**src/rtl/uart_pkg.sv**
```systemverilog
// rtl/uart_pkg.sv - Shared UART constants and transmit state encoding
package uart_pkg;

   localparam int   DATA_BITS  = 8;
   localparam int   STOP_BITS  = 1;
   localparam logic IDLE_LEVEL = 1'b1;

   typedef enum logic [2:0] {
      ST_IDLE   = 3'd0,
      ST_FETCH  = 3'd1,
      ST_LOAD   = 3'd2,
      ST_START  = 3'd3,
      ST_DATA   = 3'd4,
      ST_PARITY = 3'd5,
      ST_STOP   = 3'd6
   } tx_state_t;

endpackage

```
**src/rtl/uart_baud_tick.sv**
```systemverilog
// rtl/uart_baud_tick.sv - Bit-period counter: tick when count reaches the latched divisor
module uart_baud_tick #(
   parameter int DIV_WIDTH = 16
) (
   input  logic                 clk,
   input  logic                 rst,
   input  logic                 load,
   input  logic                 en,
   input  logic [DIV_WIDTH-1:0] div,
   output logic                 tick
);

   logic [DIV_WIDTH-1:0] cnt_q;
   logic [DIV_WIDTH-1:0] div_q;

   assign tick = en && (cnt_q == div_q);

   // Divisor is captured once per frame so later changes on div cannot stretch a bit
   always_ff @(posedge clk or posedge rst) begin
      if (rst) begin
         cnt_q <= '0;
         div_q <= '0;
      end else if (load) begin
         cnt_q <= '0;
         div_q <= div;
      end else if (en) begin
         if (tick) cnt_q <= '0;
         else      cnt_q <= cnt_q + DIV_WIDTH'(1);
      end
   end

endmodule

```
**src/rtl/uart_tx_ser.sv**
```systemverilog
// rtl/uart_tx_ser.sv - UART transmit serializer draining the TX FIFO (option: UART_TX_PARITY_EN)
module uart_tx_ser #(
   parameter int DIV_WIDTH = 16,
   parameter int DATA_BITS = uart_pkg::DATA_BITS
) (
   input  logic                 clk,
   input  logic                 rst,
   input  logic                 tx_en,
   input  logic [DIV_WIDTH-1:0] baud_div,
   input  logic                 parity_odd,
   input  logic                 fifo_empty,
   input  logic [DATA_BITS-1:0] fifo_rddata,
   output logic                 fifo_rd,
   output logic                 txd,
   output logic                 busy,
   output logic                 done
);
   import uart_pkg::*;

   localparam int              BIT_W    = $clog2(DATA_BITS);
   localparam logic [BIT_W-1:0] LAST_BIT = BIT_W'(DATA_BITS - 1);

   tx_state_t            state_q, state_d;
   logic [DATA_BITS-1:0] shreg_q, shreg_d;
   logic [BIT_W-1:0]     bit_cnt_q, bit_cnt_d;
   logic                 txd_q, txd_d;
   logic                 fifo_rd_q, fifo_rd_d;
   logic                 busy_q, busy_d;
   logic                 done_q, done_d;
   logic                 baud_load;
   logic                 baud_en;
   logic                 tick;

`ifdef UART_TX_PARITY_EN
   logic par_q, par_d;

   // Parity of the captured byte, computed once at load time
   always_ff @(posedge clk or posedge rst) begin
      if (rst) par_q <= 1'b0;
      else     par_q <= par_d;
   end
`else
   logic unused_parity_odd;
   assign unused_parity_odd = parity_odd;
`endif

   assign baud_en = (state_q == ST_START) || (state_q == ST_DATA) ||
                    (state_q == ST_PARITY) || (state_q == ST_STOP);

   uart_baud_tick #(
      .DIV_WIDTH (DIV_WIDTH)
   ) u_baud (
      .clk  (clk),
      .rst  (rst),
      .load (baud_load),
      .en   (baud_en),
      .div  (baud_div),
      .tick (tick)
   );

   // State and registered outputs; reset abandons any frame and returns the line to idle
   always_ff @(posedge clk or posedge rst) begin
      if (rst) begin
         state_q   <= ST_IDLE;
         shreg_q   <= '0;
         bit_cnt_q <= '0;
         txd_q     <= IDLE_LEVEL;
         fifo_rd_q <= 1'b0;
         busy_q    <= 1'b0;
         done_q    <= 1'b0;
      end else begin
         state_q   <= state_d;
         shreg_q   <= shreg_d;
         bit_cnt_q <= bit_cnt_d;
         txd_q     <= txd_d;
         fifo_rd_q <= fifo_rd_d;
         busy_q    <= busy_d;
         done_q    <= done_d;
      end
   end

   // Next-state and next-output decode; strobes default low and pulse for one cycle
   always_comb begin
      state_d   = state_q;
      shreg_d   = shreg_q;
      bit_cnt_d = bit_cnt_q;
      txd_d     = txd_q;
      fifo_rd_d = 1'b0;
      busy_d    = busy_q;
      done_d    = 1'b0;
      baud_load = 1'b0;
`ifdef UART_TX_PARITY_EN
      par_d     = par_q;
`endif
      case (state_q)
         ST_IDLE: begin
            txd_d = IDLE_LEVEL;
            if (tx_en && !fifo_empty) begin
               fifo_rd_d = 1'b1;
               busy_d    = 1'b1;
               state_d   = ST_FETCH;
            end
         end
         ST_FETCH: begin
            state_d = ST_LOAD;
         end
         ST_LOAD: begin
            shreg_d   = fifo_rddata;
            bit_cnt_d = '0;
            baud_load = 1'b1;
            txd_d     = 1'b0;
            state_d   = ST_START;
`ifdef UART_TX_PARITY_EN
            par_d     = (^fifo_rddata) ^ parity_odd;
`endif
         end
         ST_START: begin
            if (tick) begin
               txd_d   = shreg_q[0];
               shreg_d = shreg_q >> 1;
               state_d = ST_DATA;
            end
         end
         ST_DATA: begin
            if (tick) begin
               if (bit_cnt_q == LAST_BIT) begin
`ifdef UART_TX_PARITY_EN
                  txd_d   = par_q;
                  state_d = ST_PARITY;
`else
                  txd_d   = IDLE_LEVEL;
                  state_d = ST_STOP;
`endif
               end else begin
                  bit_cnt_d = bit_cnt_q + BIT_W'(1);
                  txd_d     = shreg_q[0];
                  shreg_d   = shreg_q >> 1;
               end
            end
         end
         ST_PARITY: begin
            if (tick) begin
               txd_d   = IDLE_LEVEL;
               state_d = ST_STOP;
            end
         end
         ST_STOP: begin
            if (tick) begin
               done_d  = 1'b1;
               busy_d  = 1'b0;
               state_d = ST_IDLE;
            end
         end
         default: begin
            txd_d   = IDLE_LEVEL;
            busy_d  = 1'b0;
            state_d = ST_IDLE;
         end
      endcase
   end

   assign txd     = txd_q;
   assign fifo_rd = fifo_rd_q;
   assign busy    = busy_q;
   assign done    = done_q;

endmodule
```
**config.mk**
```make
export PLATFORM = sky130hd
export DESIGN_NAME = uart_tx_ser
export DESIGN_NICKNAME = d
export VERILOG_FILES = /design/src/rtl/uart_pkg.sv /design/src/rtl/uart_baud_tick.sv /design/src/rtl/uart_tx_ser.sv
export SDC_FILE = /design/constraint.sdc
export NUM_CORES = 1
export LEC_CHECK = 0
export CORE_ASPECT_RATIO = 1.4
export CORE_MARGIN = 2
export CORE_UTILIZATION = 41
export CTS_CLUSTER_SIZE = 16
export DETAILED_ROUTE_END_ITERATION = 7
export PLACE_DENSITY_LB_ADDON = 0.2
export SYNTH_ARGS = -nofsm -noshare
export SYNTH_HDL_FRONTEND = slang
export SYNTH_HIERARCHICAL = 1
export SYNTH_SLANG_ARGS = --single-unit
```
**constraint.sdc**
```tcl
create_clock -name clk -period 5.2 [get_ports clk]
set_clock_uncertainty 0.15 [all_clocks]
set_input_delay 0.78 -clock clk [delete_from_list [all_inputs] [get_ports clk]]
set_output_delay 0.78 -clock clk [all_outputs]
set_load 0.005 [all_outputs]
```
# Word level (Yosys, flattened, before mapping)
# Index checks and enable logic that the tools add are counted.
# op_classes
n_addsub,2
n_eq_ne,15
mux,30
n_bitwise,2
reduce_logical,17
# op_table
op,count
16-bit two-way mux,3
3-bit two-way mux,8
8-bit two-way mux,3
8-bit case mux with 3 select lines,1
3-bit case mux with 7 select lines,1
16-bit by 1-bit adder with 16-bit output (second input constant),1
16-bit equality test,1
3-bit equality test (second input constant),4
2-bit != test (second input constant),6
1-bit two-way mux,11
4-bit AND reduction,2
3-bit by 2-bit equality test with 1-bit output (second input constant),2
3-bit case mux with 2 select lines,1
3-bit AND reduction,2
6-bit AND reduction,1
1-bit case mux with 5 select lines,1
5-bit OR reduction,1
2-bit nonzero test,2
3-bit by 1-bit adder with 3-bit output (second input constant),1
3-bit by 1-bit equality test with 1-bit output (second input constant),1
3-bit zero test,1
1-bit logical OR,3
1-bit case mux with 3 select lines,1
3-bit nonzero test,1
5 further kinds,7
# word_totals
register_bits,50
inputBits,29
out_inout_bits,4
wordCells,75

# Logic depth before layout (Yosys ltp)
# depth
ltp_word,8
ltp_mapped,13
depth_no_buf,8

# Cells and area by module
# Netlist, hierarchy kept.
# modules_own_cells
mod,n_inst,cells_each,area_per_inst_um2,seq_area_each_um2
uart_baud_tick,1,153,1749.2,800.8
uart_tx_ser,1,130,1199.9,451.7

# Worst setup path after synthesis
# No wires, ideal clock.
# synth_path
path_kind,register to register
start,register state_q[2]
end,register bit_cnt_q[0]
setup_ns,0.122
t_arrival_ns,2.664
t_required_ns,4.928
slack_ns,2.264
stages_incl_launch_ff,12
n_path_buf,5
synth_period_minus_slack_ns,2.936
path_cell_list,dfrtp_1 > buf_4 > buf_2 > xnor2_1 > clkbuf_1 > clkbuf_1 > and2_1 > buf_6 > inv_1 > or3_1 > a21o_1 > o2bb2ai_1
# synth_between
elab_chain_len,7
elab_cells_between_ends,14
cone_classes,eq/ne (7); mux (1); reduce/logical (6)
# synth_lines
item,line_no,rtl
"start, declared",uart_tx_ser.sv:23,"tx_state_t state_q, state_d;"
"start signal, assigned",uart_tx_ser.sv:72,state_q <= state_d;
3-bit by 2-bit equality test with 1-bit output / 3-bit equality test (equally long branches),uart_tx_ser.sv:47,assign baud_en = (state_q == ST_START) || (state_q == ST_DATA) ||
1-bit logical OR (2 in a row),uart_tx_ser.sv:47,
1-bit logical OR (*),uart_tx_ser.sv:48,(state_q == ST_PARITY) || (state_q == ST_STOP);
net baud_en,uart_tx_ser.sv:31,logic baud_en;
1-bit logical AND (*),uart_baud_tick.sv:16,assign tick = en && (cnt_q == div_q);
net tick,uart_tx_ser.sv:32,logic tick;
2-bit != test (no line) (*),--,
3-bit AND reduction (no line) (*),--,
"end signal, assigned",uart_tx_ser.sv:74,bit_cnt_q <= bit_cnt_d;
"end, declared",uart_tx_ser.sv:25,"logic [BIT_W-1:0] bit_cnt_q, bit_cnt_d;"
# The timed path passes the listed nets; every way through them passes the cells marked *.
# A chain may end at the register's enable or synchronous reset.

# Final worst setup path
# layout_path
start,register u_baud.cnt_q[0]
end,register bit_cnt_q[2]
# layout_between
elab_chain_len,4
# layout_lines
item,line_no,rtl
"start, declared",uart_baud_tick.sv:13,logic [DIV_WIDTH-1:0] cnt_q;
"start signal, assigned",uart_baud_tick.sv:28,else cnt_q <= cnt_q + DIV_WIDTH'(1);
16-bit equality test,uart_baud_tick.sv:16,
1-bit logical AND,uart_baud_tick.sv:16,
net tick,uart_tx_ser.sv:32,
2-bit != test (no line),--,
3-bit AND reduction (no line),--,
# The timed path passes the listed nets, and every way through them passes these cells.

==> run summary <==
status: finished, final reports clean
gpl congestion: 0.732
CP max FO: 17
count of pins over their slew limit: 0
Peak Freq: 304 MHz
synthesized cell area: 2950 um^2
R2R cell count: 8
#FFs+latches synth: 50
starting DRC count in detailed routing: 66
ys async rst share: 1.00
# hold bufs at CTS: 0
antenna violations before repair: 0
WHS Path Cells: 2
vias in the first global route: 2218
DRC violations left: 0
CTS resizes: 0
GRT overflow: 0
synth unique cells: 52
post-CTS setup repair buffer count: 0
Synth Net Count: 315
largest net degree at the start of global routing: 33
via count: 2205
RR Startpoint: u_baud/cnt_q[0]
VDD IR max: 0.156 mV
Tcrit/Tclk final: 0.632
WP buf/inv: 1
Fin Hold WS: 0.367 ns
Synth Instances: 283
Die X: 75.7 um
leakage: 1.25 nW
CTS root buffer: clkbuf_8
Core Region: 6980 um^2
synth warn: 6
Reg clk slew, reported paths: 0.10 ns
H-tree Lvls: 2
DRT antenna net count: 0
RSZ-0062 raised after global routing: false
PD cells: 283 nW/um^2
max_cap viols: 0
Die Height: 104 um
CP arrival: 3.34 ns
initial core utilization: 0.422
hold_sp: shreg_q[6]
Clk Latency, worst-skew pair: 0.31 ns
Required @ worst endpoint: 5.25 ns
setup violators final: 0
final-report hold violation count: 0
CP cell instances: xnor2_1 > nand4_2 > nor4_4 > and2_1 > inv_1 > or3_1 > a21o_1 > o2bb2ai_1
detailed placer's ending HPWL: 4250 um
drt pass-1 iters: 4
Site Rows: 36
Clock Tree Buf Depth: 2
CP startpoint: u_baud/cnt_q[0]
number of synthesized flops with an enable pin: 0
Die Area: 7900 um^2
drt total wl: 6230 um
fraction of layout cells with a size suffix above 1: 0.148
clock sink total: 50
WL per Instance: 15.6 um
via/cell ratio: 5.53
layout net count: 335
hold crit path type: reg2reg
total CTS buffers: 5
stages on the worst setup path: 8
first-pass GRT wire length: 10700 um
Worst Setup Start Kind: register
Sum Neg Setup Slack: 0 ns
Seq/Total Area, Yosys: 0.425
crit-path leading delay family: simple AND/OR/NAND/NOR gates
Overall Global Routing Usage: 0.172
WS Path Type: reg2reg
Port Buffers: 31
Worst Tran Pin Value: 0.929 ns
max-slew headroom at the worst pin: 0.376
min cycle time layout: 3.29 ns
IO Count: 33
Crit. End Element: register
CP peak stage delay: 0.86 ns
Area Growth Syn to Fin: 13.7%
Top FF cell, synth: dfrtp_1
n_diodes: 0
slowest CP cell: nor4_4
mean post-synth cell area: 10.4 um^2
CTS tree: built
[final timing paths]
path,to,slack (ns)
min,shreg_q[6],0.37
min in group asynchronous,u_baud/div_q[4],0.72
min reg2reg,shreg_q[6],0.37
max reg2reg,bit_cnt_q[2],1.91
max,bit_cnt_q[2],1.91
max in group asynchronous,shreg_q[4],3.67
[cells in the mapped netlist (4+ instances only)]
library cell,count,share of area
inv_1,12,0.015
nor2_1,9,0.011
nor4_2,4,0.017
mux2_2,18,0.069
xnor2_1,27,0.080
dfrtp_1,49,0.42
buf_2,4,0.0068
o21ai_0,22,0.037
nand2_1,9,0.011
o22ai_1,9,0.019
clkbuf_1,7,0.0089
a211oi_1,12,0.031
a22o_1,7,0.021
a21oi_1,13,0.022
nor3_1,4,0.0068
nand2b_1,5,0.011
or3_1,8,0.017
nand3_1,5,0.0085
buf_6,7,0.027
nand4_1,7,0.015
[worst min-delay path: cells and delay by family (launching register included)]
family / cells / cell delay, ns
AO/OA/AOI/OAI: 1 / 0.06
flip-flops: 1 / 0.38
AND/OR/NAND/NOR: 1 / 0.05
[cells by family (layout without fill, tap and decap cells)]
family / Yosys count / after routing / synth area share
buffers and inverters: 34 / 55 / 0.0658
AND/OR/NAND/NOR: 65 / 65 / 0.141
AO/OA/AOI/OAI: 82 / 82 / 0.191
XOR/XNOR: 28 / 28 / 0.0857
multiplexers: 21 / 21 / 0.0789
adder cells (fa/ha/maj): 3 / 3 / 0.0127
flip-flops: 50 / 50 / 0.425
[report_power, final]
part	leakage, nW	switching [W]	internal, W
clock	0.0447	0.000145	0.0000975
combinational	0.595	0.0000987	0.000116
sequential	0.612	0.0000655	0.000427
total	1.25	0.000309	0.000640
[area by class of cell]
type	instances	area, um^2
Fill cell	665	3630
Multi-Input combinational cell	199	1510
Sequential cell	50	1250
Timing Repair Buffer	34	333
Tap cell	95	119
Clock buffer	5	68.8
Inverter	13	48.8
Clock inverter	3	25.0
[flip-flops by register name, summed over array words and instances (netlist names)]
signal        flops
busy              1
u_baud/cnt_q     16
u_baud/div_q     16
done              1
state_q           3
txd               1
shreg_q           8
bit_cnt_q         3
fifo_rd           1
[per-layer routing]
layer	wire (um)	vias to the layer above	GRT usage
met1	2640	1091	0.214
met3	155	7	0.0252
li1	-	1078	-
met2	3370	29	0.299
met5	0	-	0
met4	65	0	0.0464
[stage by stage]
| step | utilization | std cells | power (W) | instance area, um^2 | setup WS [ns] |
|---|---|---|---|---|---|
| 6_report | 0.480 | 399 | 0.000949 | 3350 | 1.91 |
| 5_1_grt | 0.480 | 399 | 0.00101 | 3350 | 1.66 |
| 4_1_cts | 0.480 | 399 | 0.000962 | 3350 | 1.91 |
| 3_5_place_dp | 0.467 | 391 | 0.000715 | 3260 | 1.92 |
| 3_3_place_gp | 0.467 | 391 | 0.000713 | 3260 | 1.98 |
| 2_1_floorplan | - | 283 | 0.000659 | 2950 | 2.26 |
[cells in the final DEF, fill, tap and decap left out, types with 2 or more instances in the layout]
| cell type | count |
|---|---|
| o21ai_0 | 22 |
| or3_1 | 8 |
| a22o_1 | 7 |
| mux2i_1 | 3 |
| nor4_1 | 3 |
| a211oi_1 | 12 |
| nor4_2 | 4 |
| a21oi_1 | 13 |
| mux2_2 | 18 |
| xnor2_1 | 27 |
| nor3_1 | 4 |
| ha_1 | 3 |
| clkbuf_8 | 5 |
| buf_4 | 3 |
| nand4_1 | 7 |
| o32ai_1 | 2 |
| o22ai_1 | 9 |
| inv_1 | 12 |
| o2bb2ai_1 | 3 |
| dfrtp_1 | 49 |
| nor2_1 | 8 |
| a21o_1 | 2 |
| clkdlybuf4s50_1 | 31 |
| nand2_1 | 9 |
| and3_1 | 2 |
| nand2b_1 | 5 |
| nand3_1 | 5 |
| a22oi_1 | 2 |
(Power assumes the default switching activity.)
